## config.mk

```make
export PLATFORM = sky130hd
export DESIGN_NAME = syscall_unit_flat
export DESIGN_NICKNAME = d
export VERILOG_FILES = /design/src/rtl/syscall_unit_if.sv /design/src/rtl/syscall_unit.sv /design/src/flat_wrapper.sv
export SDC_FILE = /design/constraint.sdc
export NUM_CORES = 1
export LEC_CHECK = 0
export BUFFER_PORTS_ARGS = -buffer_cell sky130_fd_sc_hd__buf_2
export CAP_MARGIN = 20
export CORE_MARGIN = 2
export CORE_UTILIZATION = 55
export DETAILED_ROUTE_END_ITERATION = 8
export PLACE_DENSITY = 0.75
export SETUP_SLACK_MARGIN = 0.4
export SYNTH_ARGS = -nofsm -noshare
export SYNTH_HDL_FRONTEND = slang
export SYNTH_SLANG_ARGS = --single-unit
```

## constraint.sdc

```tcl
create_clock -name clk -period 2.75 [get_ports clk]
set_input_delay 0.275 -clock clk [delete_from_list [all_inputs] [get_ports clk]]
set_output_delay 0.275 -clock clk [all_outputs]
set_load 0.005 [all_outputs]
```

## src/rtl/syscall_unit_if.sv

```systemverilog
// Request/console bundle between Decode-stage hazard logic, the syscall unit and the console sink.
// The unit itself connects through the slave modport.
interface syscall_unit_if;
  logic        syscall_valid;
  logic [31:0] v0;
  logic [31:0] a0;
  logic        out_ready;
  logic        out_valid;
  logic [7:0]  out_data;
  logic        syscall_busy;
  logic        halted;
  logic        sys_err;

  modport master (
    output syscall_valid, v0, a0, out_ready,
    input  out_valid, out_data, syscall_busy, halted, sys_err
  );

  modport slave (
    input  syscall_valid, v0, a0, out_ready,
    output out_valid, out_data, syscall_busy, halted, sys_err
  );
endinterface

```

## src/rtl/syscall_unit.sv

```systemverilog
// MIPS syscall executor: print signed integer (double-dabble to decimal), print char and exit.
// Bytes leave through a registered ready/valid port; busy stalls younger instructions.
module syscall_unit #(
  parameter int DIGITS = 10
) (
  input  logic clk,
  input  logic rst_b,
  syscall_unit_if.slave bus
);
  localparam int BCD_W = 4 * DIGITS;
  localparam int PTR_W = (DIGITS > 1) ? $clog2(DIGITS) : 1;

  localparam logic [31:0] SVC_PRINT_INT  = 32'd1;
  localparam logic [31:0] SVC_EXIT       = 32'd10;
  localparam logic [31:0] SVC_PRINT_CHAR = 32'd11;

  typedef enum logic [2:0] {
    IDLE,
    CONV,
    EMIT,
    CHAR,
    HALT,
    ERR
  } state_t;

  state_t state, state_nxt;

  logic             sign;
  logic             sign_sent;
  logic             nz_seen;
  logic             last_loaded;
  logic [31:0]      mag;
  logic [BCD_W-1:0] bcd;
  logic [BCD_W-1:0] bcd_adj;
  logic [4:0]       cnt;
  logic [PTR_W-1:0] ptr;
  logic [7:0]       char_byte;
  logic             out_valid_q;
  logic [7:0]       out_data_q;
  logic             err_q;

  logic       xfer;
  logic       out_free;
  logic [3:0] cur_digit;
  logic       act_minus;
  logic       act_skip;
  logic       act_digit;
  logic       act_char;

  assign xfer      = out_valid_q && bus.out_ready;
  assign out_free  = !out_valid_q || xfer;
  assign cur_digit = bcd[{ptr, 2'b00} +: 4];

  // Double-dabble correction applied before each shift
  always_comb begin
    bcd_adj = bcd;
    for (int i = 0; i < DIGITS; i++) begin
      if (bcd[4*i +: 4] >= 4'd5) begin
        bcd_adj[4*i +: 4] = bcd[4*i +: 4] + 4'd3;
      end
    end
  end

  always_ff @(posedge clk) begin
    if (!rst_b) begin
      state <= IDLE;
    end else begin
      state <= state_nxt;
    end
  end

  always_comb begin
    state_nxt = state;
    act_minus = 1'b0;
    act_skip  = 1'b0;
    act_digit = 1'b0;
    act_char  = 1'b0;
    case (state)
      IDLE: begin
        if (bus.syscall_valid) begin
          case (bus.v0)
            SVC_PRINT_INT:  state_nxt = CONV;
            SVC_PRINT_CHAR: state_nxt = CHAR;
            SVC_EXIT:       state_nxt = HALT;
            default:        state_nxt = ERR;
          endcase
        end
      end
      CONV: begin
        if (cnt == 5'd31) begin
          state_nxt = EMIT;
        end
      end
      EMIT: begin
        // Next byte is picked only once the output register is empty or draining this edge
        if (xfer && last_loaded) begin
          state_nxt = IDLE;
        end else if (out_free && !last_loaded) begin
          if (sign && !sign_sent) begin
            act_minus = 1'b1;
          end else if (cur_digit == 4'd0 && ptr != '0 && !nz_seen) begin
            act_skip = 1'b1;
          end else begin
            act_digit = 1'b1;
          end
        end
      end
      CHAR: begin
        if (xfer) begin
          state_nxt = IDLE;
        end else if (!out_valid_q) begin
          act_char = 1'b1;
        end
      end
      HALT: state_nxt = HALT;
      ERR:  state_nxt = IDLE;
      default: state_nxt = IDLE;
    endcase
  end

  always_ff @(posedge clk) begin
    if (!rst_b) begin
      sign        <= 1'b0;
      sign_sent   <= 1'b0;
      nz_seen     <= 1'b0;
      last_loaded <= 1'b0;
      mag         <= '0;
      bcd         <= '0;
      cnt         <= '0;
      ptr         <= '0;
      char_byte   <= '0;
      out_valid_q <= 1'b0;
      out_data_q  <= '0;
      err_q       <= 1'b0;
    end else begin
      if (state == IDLE && bus.syscall_valid) begin
        sign        <= bus.a0[31];
        mag         <= bus.a0[31] ? (~bus.a0 + 32'd1) : bus.a0;
        bcd         <= '0;
        cnt         <= '0;
        ptr         <= PTR_W'(DIGITS - 1);
        sign_sent   <= 1'b0;
        nz_seen     <= 1'b0;
        last_loaded <= 1'b0;
        char_byte   <= bus.a0[7:0];
      end

      if (state == CONV) begin
        {bcd, mag} <= {bcd_adj, mag} << 1;
        cnt        <= cnt + 5'd1;
      end

      if (state == ERR) begin
        err_q <= 1'b1;
      end

      if (act_minus) begin
        out_valid_q <= 1'b1;
        out_data_q  <= 8'h2D;
        sign_sent   <= 1'b1;
      end else if (act_digit) begin
        out_valid_q <= 1'b1;
        out_data_q  <= {4'h3, cur_digit};
        nz_seen     <= 1'b1;
        if (ptr == '0) begin
          last_loaded <= 1'b1;
        end else begin
          ptr <= ptr - 1'b1;
        end
      end else if (act_char) begin
        out_valid_q <= 1'b1;
        out_data_q  <= char_byte;
      end else if (xfer) begin
        out_valid_q <= 1'b0;
        out_data_q  <= '0;
      end

      if (act_skip) begin
        ptr <= ptr - 1'b1;
      end
    end
  end

  assign bus.out_valid    = out_valid_q;
  assign bus.out_data     = out_data_q;
  assign bus.syscall_busy = (state != IDLE);
  assign bus.halted       = (state == HALT);
  assign bus.sys_err      = err_q;
endmodule

```

## src/flat_wrapper.sv

```systemverilog
// flat-port wrapper written by rule: the top's interface ports become plain ports
module syscall_unit_flat 
#(
  parameter int DIGITS = 10
)
  (clk, rst_b, bus_syscall_valid, bus_v0, bus_a0, bus_out_ready, bus_out_valid, bus_out_data, bus_syscall_busy, bus_halted, bus_sys_err);
  syscall_unit_if bus_i ();
  input  logic clk;
  input  logic rst_b;
  input wire logic [$bits(bus_i.syscall_valid)-1:0] bus_syscall_valid;
  input wire logic [$bits(bus_i.v0)-1:0] bus_v0;
  input wire logic [$bits(bus_i.a0)-1:0] bus_a0;
  input wire logic [$bits(bus_i.out_ready)-1:0] bus_out_ready;
  output wire logic [$bits(bus_i.out_valid)-1:0] bus_out_valid;
  output wire logic [$bits(bus_i.out_data)-1:0] bus_out_data;
  output wire logic [$bits(bus_i.syscall_busy)-1:0] bus_syscall_busy;
  output wire logic [$bits(bus_i.halted)-1:0] bus_halted;
  output wire logic [$bits(bus_i.sys_err)-1:0] bus_sys_err;
  assign bus_i.syscall_valid = bus_syscall_valid;
  assign bus_i.v0 = bus_v0;
  assign bus_i.a0 = bus_a0;
  assign bus_i.out_ready = bus_out_ready;
  assign bus_out_valid = bus_i.out_valid;
  assign bus_out_data = bus_i.out_data;
  assign bus_syscall_busy = bus_i.syscall_busy;
  assign bus_halted = bus_i.halted;
  assign bus_sys_err = bus_i.sys_err;
  syscall_unit #(.DIGITS(DIGITS)) u_core (.clk(clk), .rst_b(rst_b), .bus(bus_i));
endmodule
```

== Word-level counts from Yosys, hierarchy flattened ==
Index checks and enable logic that the tools add are counted.

* Add/sub/neg operators: 13
* Magnitude comparators: 10
* Equal/unequal tests: 13
* Shift-type cells: 1
* Mux-type cells: 62
* Bitwise operators: 2
* Reductions and logical operators: 26

{| class="wikitable"
|+ Operators by type and width
! kind !! number
|-
| 2-to-1 mux 32 bit || 3
|-
| 2-to-1 mux 40 bit || 2
|-
| == test 32 x 4 -> 1 bit, second input constant || 2
|-
| 2-to-1 mux 4 bit || 14
|-
| >= comparator 4 x 3 -> 1 bit, second input constant || 10
|-
| indexed part select 40 x 7 -> 4 bit || 1
|-
| adder 4 x 2 -> 4 bit, second input constant || 9
|-
| adder 32 x 1 -> 32 bit, second input constant || 1
|-
| == test 32 x 1 -> 1 bit, second input constant || 1
|-
| inverter 32 bit || 1
|-
| 2-to-1 mux 1 bit || 30
|-
| 2-to-1 mux 8 bit || 2
|-
| 2-to-1 mux 3 bit || 5
|-
| one-hot mux 3 bit (5 select lines) || 1
|-
| 2-to-1 mux 6 bit || 2
|-
| 2-to-1 mux 5 bit || 2
|-
| one-hot mux 3 bit (3 select lines) || 1
|-
| logical NOT 4 bit || 2
|-
| nonzero test 4 bit || 2
|-
| logical AND 1 bit || 7
|-
| == test 3 x 2 -> 1 bit, second input constant || 2
|-
| == test 3 bit, second input constant || 2
|-
| != test 2 x 1 -> 1 bit, second input constant || 3
|-
| nonzero test 2 bit || 3
|-
| other kinds (14) || 19
|}

* Register bits after elaboration: 106
* Input bits: 68
* Output and inout port bits: 12
* Logic and storage cells: 143

== Depth between registers and ports, before layout ==
Gate-level depths: netlist of the first run.

* Depth in word-level cells: 12
* Depth in mapped cells: 9

== Worst setup path before layout of the first run ==
OpenSTA, ideal clock, no wires.

* Path type: input to register
* From: in bus_a0[22]
* To: reg u_core.mag[31]
* Data arrival time: 2.129 ns
* Slack: 0.547 ns
* Stages: 5
* Buffers on the path: 0
* Cells stage by stage: or3_4 or4_4 or4_4 or4_1 a31oi_1

* Cells in the longest elaborated chain, start to end: 5

{| class="wikitable"
|+ RTL lines
! element !! line !! source
|-
| start, declared || flat_wrapper.sv:12 || <nowiki>input wire logic [$bits(bus_i.a0)-1:0] bus_a0;</nowiki>
|-
| inverter 32 bit || syscall_unit.sv:138 || <nowiki>mag <= bus.a0[31] ? (~bus.a0 + 32'd1) : bus.a0;</nowiki>
|-
| adder 32 x 1 -> 32 bit || syscall_unit.sv:138 ||
|-
| 2-to-1 mux 32 bit || syscall_unit.sv:138 ||
|-
| 2-to-1 mux 32 bit || syscall_unit.sv:136 || <nowiki>if (state == IDLE && bus.syscall_valid) begin</nowiki>
|-
| 2-to-1 mux 32 bit || syscall_unit.sv:148 || <nowiki>if (state == CONV) begin</nowiki>
|-
| end signal, assigned || syscall_unit.sv:138 ||
|-
| end signal, assigned || syscall_unit.sv:149 || <nowiki>{bcd, mag} <= {bcd_adj, mag} << 1;</nowiki>
|-
| end, declared || syscall_unit.sv:32 || <nowiki>logic [31:0] mag;</nowiki>
|}

No other way between the ends. The select of a mux whose other input is x is not followed.
A chain may end at the register's enable or synchronous reset.

== Worst setup path after layout of the first run ==
* From: reg u_core.ptr[0]
* To: reg u_core.out_valid_q (netlist: u_core.bus.out_valid)

* Cells in the longest elaborated chain, start to end: 11
* Elaborated cells on any way between the ends: 13
* Classes of those cells: shift (1); mux (7); reduce/logical (5)

{| class="wikitable"
|+ RTL lines
! element !! line !! source
|-
| start, declared || syscall_unit.sv:36 || <nowiki>logic [PTR_W-1:0] ptr;</nowiki>
|-
| start signal, assigned || syscall_unit.sv:141 || <nowiki>ptr <= PTR_W'(DIGITS - 1);</nowiki>
|-
| start signal, assigned || syscall_unit.sv:168 || <nowiki>ptr <= ptr - 1'b1;</nowiki>
|-
| start signal, assigned || syscall_unit.sv:179 || <nowiki>ptr <= ptr - 1'b1;</nowiki>
|-
| indexed part select 40 x 7 -> 4 bit || syscall_unit.sv:52 || <nowiki>assign cur_digit = bcd[{ptr, 2'b00} +: 4];</nowiki>
|-
| logical NOT 4 bit || syscall_unit.sv:101 || <nowiki>end else if (cur_digit == 4'd0 && ptr != '0 && !nz_seen) begin</nowiki>
|-
| logical AND 1 bit (*) (2 in a row) || syscall_unit.sv:101 ||
|-
| 2-to-1 mux 1 bit (*) || syscall_unit.sv:101 ||
|-
| 2-to-1 mux 1 bit (*) || syscall_unit.sv:99 || <nowiki>if (sign && !sign_sent) begin</nowiki>
|-
| 2-to-1 mux 1 bit (*) || syscall_unit.sv:98 || <nowiki>end else if (out_free && !last_loaded) begin</nowiki>
|-
| 2-to-1 mux 1 bit (*) || syscall_unit.sv:96 || <nowiki>if (xfer && last_loaded) begin</nowiki>
|-
| 2-to-1 mux 1 bit (*) || syscall_unit.sv:78 || <nowiki>case (state)</nowiki>
|-
| 2-to-1 mux 1 bit || syscall_unit.sv:161 || <nowiki>end else if (act_digit) begin</nowiki>
|-
| 2-to-1 mux 1 bit || syscall_unit.sv:157 || <nowiki>if (act_minus) begin</nowiki>
|-
| end signal, assigned || syscall_unit.sv:158 || <nowiki>out_valid_q <= 1'b1;</nowiki>
|-
| end signal, assigned || syscall_unit.sv:162 || <nowiki>out_valid_q <= 1'b1;</nowiki>
|-
| end signal, assigned || syscall_unit.sv:171 || <nowiki>out_valid_q <= 1'b1;</nowiki>
|-
| end, declared || syscall_unit.sv:38 || <nowiki>logic out_valid_q;</nowiki>
|}

Every way passes the cells marked *; elsewhere a longest branch is shown, timed or not.

==> results.toml, run 1 <==
[status]
status = "finished, final reports clean"

[logic_synthesis]
syn-num-nets = 863
yosys-top-cells-count = "dfxtp_1, a21oi_1, nand2_1"
yosys-top-cells-area = "dfxtp_1, a21oi_1, nand2_1"
synth-seq-cells = 106
synth.most_common_cell = "dfxtp_1"
ys_seq_area_share_pct = 34.8
async_reset_ff_share_pct = 0
synth_cell_types = 61
synth_area_leader_cell = "dfxtp_1"
synthFlopType = "dfxtp_1"
syn-cell-area_sq_um = 6100
synth_edf_count = 0
yosys.area.top_type_share_pct = 34.8
synth.avg_cell_area_sq_um = 7.91
yosys_warnings = 0
netlist_instances = 771

[critical_path]
r2r_start = "u_core.ptr[0]$_SDFF_PN0_"
path_buf_inv = 2
cp_top_family = "compound AO/OA/AOI/OAI gates"
path_cells = "buf_12, inv_1, ha_1, nor3b_1, a311o_1, a21o_1, nor3_2, a21oi_2, o31a_1"
end_kind = "flip-flop"
r2r-end = "u_core.bus.out_valid$_SDFFE_PN0P_"
cp.required_ns = 3.02
crit_fanout = 19
r2r.worst_path.cells = 9
r2r_slack_ns = 0.50
critical_path_class = "reg -> reg"
critPathArrivalTime_ns = 2.52
start_kind = "flip-flop"
cpMaxStageDelayCell = "dfxtp_1"
slowest_delay_ns = 0.41

[clocking]
postCtsSetupRepairBufs = 0
cts_tree = "built"
hold_buffers = 0
insertion_delay_ns = 0.38
cts_max_path_buffers = 2
cts_buffers = 9
cts.htree.levels = 3
cts_sinks = 106
clockRootBuffer = "clkbuf_8"
clk_pin_slew_ns = 0.10

[sta]
tns_ns = 0
drv_slew = 0
setup_viol = 0
timing.final.crit_share_pct = 81.9
rsz0062_at_grt = "yes"
relSlewSlack_pct = 51.1
final-hold-violation-count = 0
post-route-min-period_ns = 2.25
fmax_ghz = 0.444
final.setup.worst_slack_ns = 0.499
tightest_slew_ns = 0.733
final.setup_skew_ns = 0.0120

[worst_hold_path]
hp-start = "bus_a0[1]"
holdPathStages = 3
worstHoldPathType = "in -> reg"
hold_end = "u_core.char_byte[1]$_SDFFE_PN0P_"

[cells_and_area]
drive_above_1_share_pct = 15.4
nets = 913
syn_to_final_growth_pct = 11.7
utilization_pct = 62.9
num-fill-cells = 973
diodes = 0
fin_cells = 966

[floorplan]
die_h_microns = 109
core_area_sq_um = 10800
ioPinCount = 80
die_area_sq_um = 12000
start_util_pct = 56.3
fp-row-count = 38
fp.dieW_microns = 109

[power_and_ir_drop]
p_total_w = 0.00327
power_density_nw_per_um2 = 479
peakVddDrop_mv = 0.428
p_leak_nw = 2.49

[route]
route.detailed.drc = 0
wl_mm = 14.8
num_vias = 5792
vias_per_cell = 6.00
first_pass_iters = 5
antenna_left = 0
routedWlPerCell_microns = 15.3
drt_iter0_drc = 419

[placed_design]
port_buffers = 79
place.gp.congestion = 0.876
place_inst = 950
dp_slack_ns = 0.368
place_hpwl_mm = 10.1

[global_route]
grt_pass1_wl_mm = 24.6
grt_usage_pct = 25.6
grt-ovfl-total = 0
grt_pass1_vias = 5286
grt_antenna_before_repair = 0
grt_max_degree = 99

[job]
max-cap-violations = 0
[logic make-up after synthesis]
logic type	Yosys count	share of synthesized area [%]
multiplexers	24	4.80
XOR/XNOR	46	6.60
flip-flops	106	34.8
AO/OA/AOI/OAI	221	21.5
adder cells (fa/ha/maj)	24	4.92
buffers and inverters	77	5.37
AND/OR/NAND/NOR	273	22.0
[timing repair]
item | CTS | global route
endpoints found under the setup margin | 0 | 23
resized for setup | 0 | 6
hold endpoints to repair | 0 | 0
[worst max-delay path by stage]
stage | startpoint | endpoint | cells after the start
global placement | bus_a0[22] | u_core.mag[31]$_SDFFE_PN0P_ | 6
global route | u_core.ptr[0]$_SDFF_PN0_ | u_core.bus.out_valid$_SDFFE_PN0P_ | 9
finish | u_core.ptr[0]$_SDFF_PN0_ | u_core.bus.out_valid$_SDFFE_PN0P_ | 9
floorplan | bus_a0[22] | u_core.mag[31]$_SDFFE_PN0P_ | 5
detailed placement | bus_a0[20] | u_core.mag[31]$_SDFFE_PN0P_ | 6
CTS | u_core.ptr[0]$_SDFF_PN0_ | u_core.bus.out_data[4]$_SDFFE_PP0P_ | 9
[routing by layer]
layer  vias to the layer above  routed length, microns  GRT usage, %
li1                       2872                       -             -
met1                      2760                    6590          33.8
met2                       146                    7280          42.5
met3                        14                     745          4.03
met4                         0                     184          9.04
met5                         -                       0             0
[sequential cells by signal, summed over array words and instances (netlist names)]
signal	flops
u_core.bcd	40
u_core.mag	32
u_core.bus.out_data	8
u_core.char_byte	8
u_core.cnt	5
u_core.ptr	4
u_core.state	3
u_core.bus.out_valid	1
u_core.bus.sys_err	1
u_core.last_loaded	1
u_core.nz_seen	1
u_core.sign	1
u_core.sign_sent	1
[power breakdown]
group          switching (W)  leakage, nW  internal [W]
Clock               0.000532        0.109      0.000535
Combinational       0.000345         1.52      0.000202
Sequential         0.0000503        0.862       0.00160
[cell usage in the layout, fill, tap and decap left out, types with 7 or more instances in the layout]
cell      count
o21ai_0      44
a22oi_1      17
inv_1        26
xnor2_1      18
a31oi_1      13
dfxtp_1     104
nand2_1      82
mux2i_1      18
ha_1         24
nor2_1       45
and3_1       13
buf_4         7
nor4_1        7
clkbuf_8     10
o22ai_1      19
buf_2        79
a21oi_1      92
xor2_1       28
nand2b_1     15
nand4_1       8
nand3_1      39
nor3_1       27
[final cells by class]
cell class | count | area, sq um | share of cell area, %
Clock buffer | 11 | 141 | 2.07
Clock inverter | 5 | 77.6 | 1.14
Inverter | 27 | 101 | 1.49
Multi-Input combinational cell | 588 | 3690 | 54.1
Sequential cell | 106 | 2120 | 31.2
Tap cell | 140 | 175 | 2.57
Timing Repair Buffer | 89 | 508 | 7.45
[worst reg2reg max path, delay by kind of cell, from the launching register on]
kind | cells | cell delay [ns]
compound gates | 4 | 0.89
flops | 1 | 0.41
buf+inv | 2 | 0.28
fa+ha+maj | 1 | 0.24
simple gates | 2 | 0.32
[through the flow]
stage | cell area, sq um | hold slack [ns]
after floorplan | 6100 | 0.411
after CTS | 6790 | 0.155
final | 6820 | 0.164
after global placement | 6570 | 0.445
after global routing | 6820 | 0.178
after detailed placement | 6570 | 0.451
Power figures use the tool's default switching activity.
==> run 2, diff against run 1 <==
Settings changed: CORE_UTILIZATION 55 to 53.
Clock period 2.75 ns to 2.01 ns, I/O delays scaled along.
==> results.toml, run 2 (synthesized netlist as in run 1, its figures left out) <==
[power_and_ir_drop]
peakVddDrop_mv = 0.709
p_leak_nw = 3.22
power_frac_seq_pct = 41.7
power_density_nw_per_um2 = 643
switching_share_pct = 28.8
power_switching_w = 0.00157
intPower_w = 0.00387
pwr-share-comb_pct = 22.1
power_frac_clock_pct = 36.2
p_total_w = 0.00543

[placed_design]
place_inst = 1004
dp_slack_ns = -0.275
place.gp.congestion = 0.864
place_hpwl_mm = 11.2
port_buffers = 79

[floorplan]
start_util_pct = 53.9
fp.dieW_microns = 111
core_area_sq_um = 11300
die_area_sq_um = 12400
fp-row-count = 39
die_h_microns = 111
ioPinCount = 80

[critical_path]
slowest_delay_ns = 0.52
path_cells = "buf_12, mux2i_1, mux4_2, o22ai_4, nor3_2, a21oi_2, o22ai_1"
r2r_start = "u_core.ptr[0]$_SDFF_PN0_"
critical_path_class = "reg -> reg"
critPathArrivalTime_ns = 2.27
cp.required_ns = 2.24
end_kind = "flip-flop"
cp_top_family = "multiplexers"
start_kind = "flip-flop"
cpMaxStageDelayCell = "mux4_2"
r2r_slack_ns = -0.03
path_buf_inv = 1
crit_start = "u_core.ptr[0]$_SDFF_PN0_"
crit_fanout = 7

[cells_and_area]
fin_cells = 1059
diodes = 0
syn_to_final_growth_pct = 38.5
largest_reg_flops = 40
reg.largest.list = "u_core.bcd: 40 flops, u_core.mag: 32 flops"
top_register = "u_core.bcd"
nets = 1003
final_common_cell = "dfxtp_1"
final_cell_mix = "dfxtp_1, nand2_1, a21oi_1"
utilization_pct = 74.6
drive_above_1_share_pct = 33.3

[sta]
final.setup.worst_slack_ns = -0.0323
tightest_slew_ns = 0.483
timing.final.crit_share_pct = 102
post-route-min-period_ns = 2.04
whs_ns = 0.144
relSlewSlack_pct = 67.8
final.setup_skew_ns = 0.00452
setup_viol = 5
fmax_ghz = 0.490
final-hold-violation-count = 0
rsz0062_at_grt = "yes"
drv_slew = 0

[status]
status = "finished with violations"
violations = "negative setup slack"

[job]
max-cap-violations = 0

[clocking]
cts_buffers = 9
insertion_delay_ns = 0.36
clockRootBuffer = "clkbuf_16"
cts_sinks = 106
cts_tree = "built"
clk_pin_slew_ns = 0.07
cts_max_path_buffers = 2
cts.htree.levels = 3
hold_buffers = 0

[route]
first_pass_iters = 5
wl_mm = 19.6
vias_per_cell = 6.23
drt_iter0_drc = 805
antenna_left = 0
routedWlPerCell_microns = 18.5
num_vias = 6602
route.detailed.drc = 0

[global_route]
grt_pass1_vias = 6334
grt_max_degree = 99
grt_usage_pct = 28.7
grt_antenna_before_repair = 0
grt-ovfl-total = 0
grt_pass1_wl_mm = 29.6

[worst_hold_path]
hp-start = "bus_a0[1]"
worstHoldPathType = "in -> reg"
[run 2: changes by cell type in the layout (fill, tap and decap cells not counted), sizes merged]
cell | before | now
nor2 | 47 | 48
nand2b | 16 | 17
bufbuf | 0 | 1
clkinvlp | 1 | 2
clkinv | 2 | 1
buf | 89 | 175
inv | 27 | 28
[run 2: per-layer routing]
metal	GRT usage [%]	wire [microns]	vias to the layer above
met5	0	0	-
met4	13.5	645	0
met3	5.85	1170	67
met2	49.1	9910	243
met1	34.8	7830	3226
li1	-	-	3066
[run 2: power groups by stage]
stage | clock network (W) | logic (W) | registers (W)
after floorplan | 0 | 0.000548 | 0.00228
after global placement | 0 | 0.000844 | 0.00230
after detailed placement | 0 | 0.000869 | 0.00230
after CTS | 0.00199 | 0.00103 | 0.00226
after global routing | 0.00206 | 0.00127 | 0.00227
final | 0.00196 | 0.00120 | 0.00227
[run 2: layout make-up]
cell class / count / area, sq um
clock inverters: 6 / 88.8
multi-input cells: 590 / 4260
well taps: 143 / 179
repair buffers: 177 / 1430
clock buffers: 10 / 239
flip-flops and latches: 106 / 2150
fillers: 783 / 2870
inverters: 27 / 106
[run 2: per-stage QoR]
step,TNS [ns],instance area [sq um]
2_1_floorplan,-0.176,6280
3_3_place_gp,-1.23,7110
3_5_place_dp,-2.89,7110
4_1_cts,-0.00916,7960
5_1_grt,-0.654,8450
6_report,-0.0896,8450
[run 2: worst paths after layout]
path                                                       endpoint  depth (start not counted)
worst max-delay path            u_core.bus.out_data[3]$_SDFFE_PN0P_                          7
worst min-delay path               u_core.char_byte[1]$_SDFFE_PN0P_                          3
worst max register to register  u_core.bus.out_data[3]$_SDFFE_PN0P_                          7
worst min register to register           u_core.bcd[0]$_SDFFE_PN0P_                          2
[run 2: worst reg2reg max path: stages (launching register included)]
cell and delay (ns):
dfxtp_4 0.38, buf_12 0.15, mux2i_1 0.15, mux4_2 0.52
o22ai_4 0.23, nor3_2 0.08, a21oi_2 0.27, o22ai_1 0.14
[run 2: timing repair]
item / in CTS / in global routing
endpoints found under the setup margin: 91 / 86
gates cloned: 4 / 2
hold endpoints to repair: 0 / 0
resized for setup: 65 / 78
buffers inserted: 16 / 17
pin swaps: 49 / 48
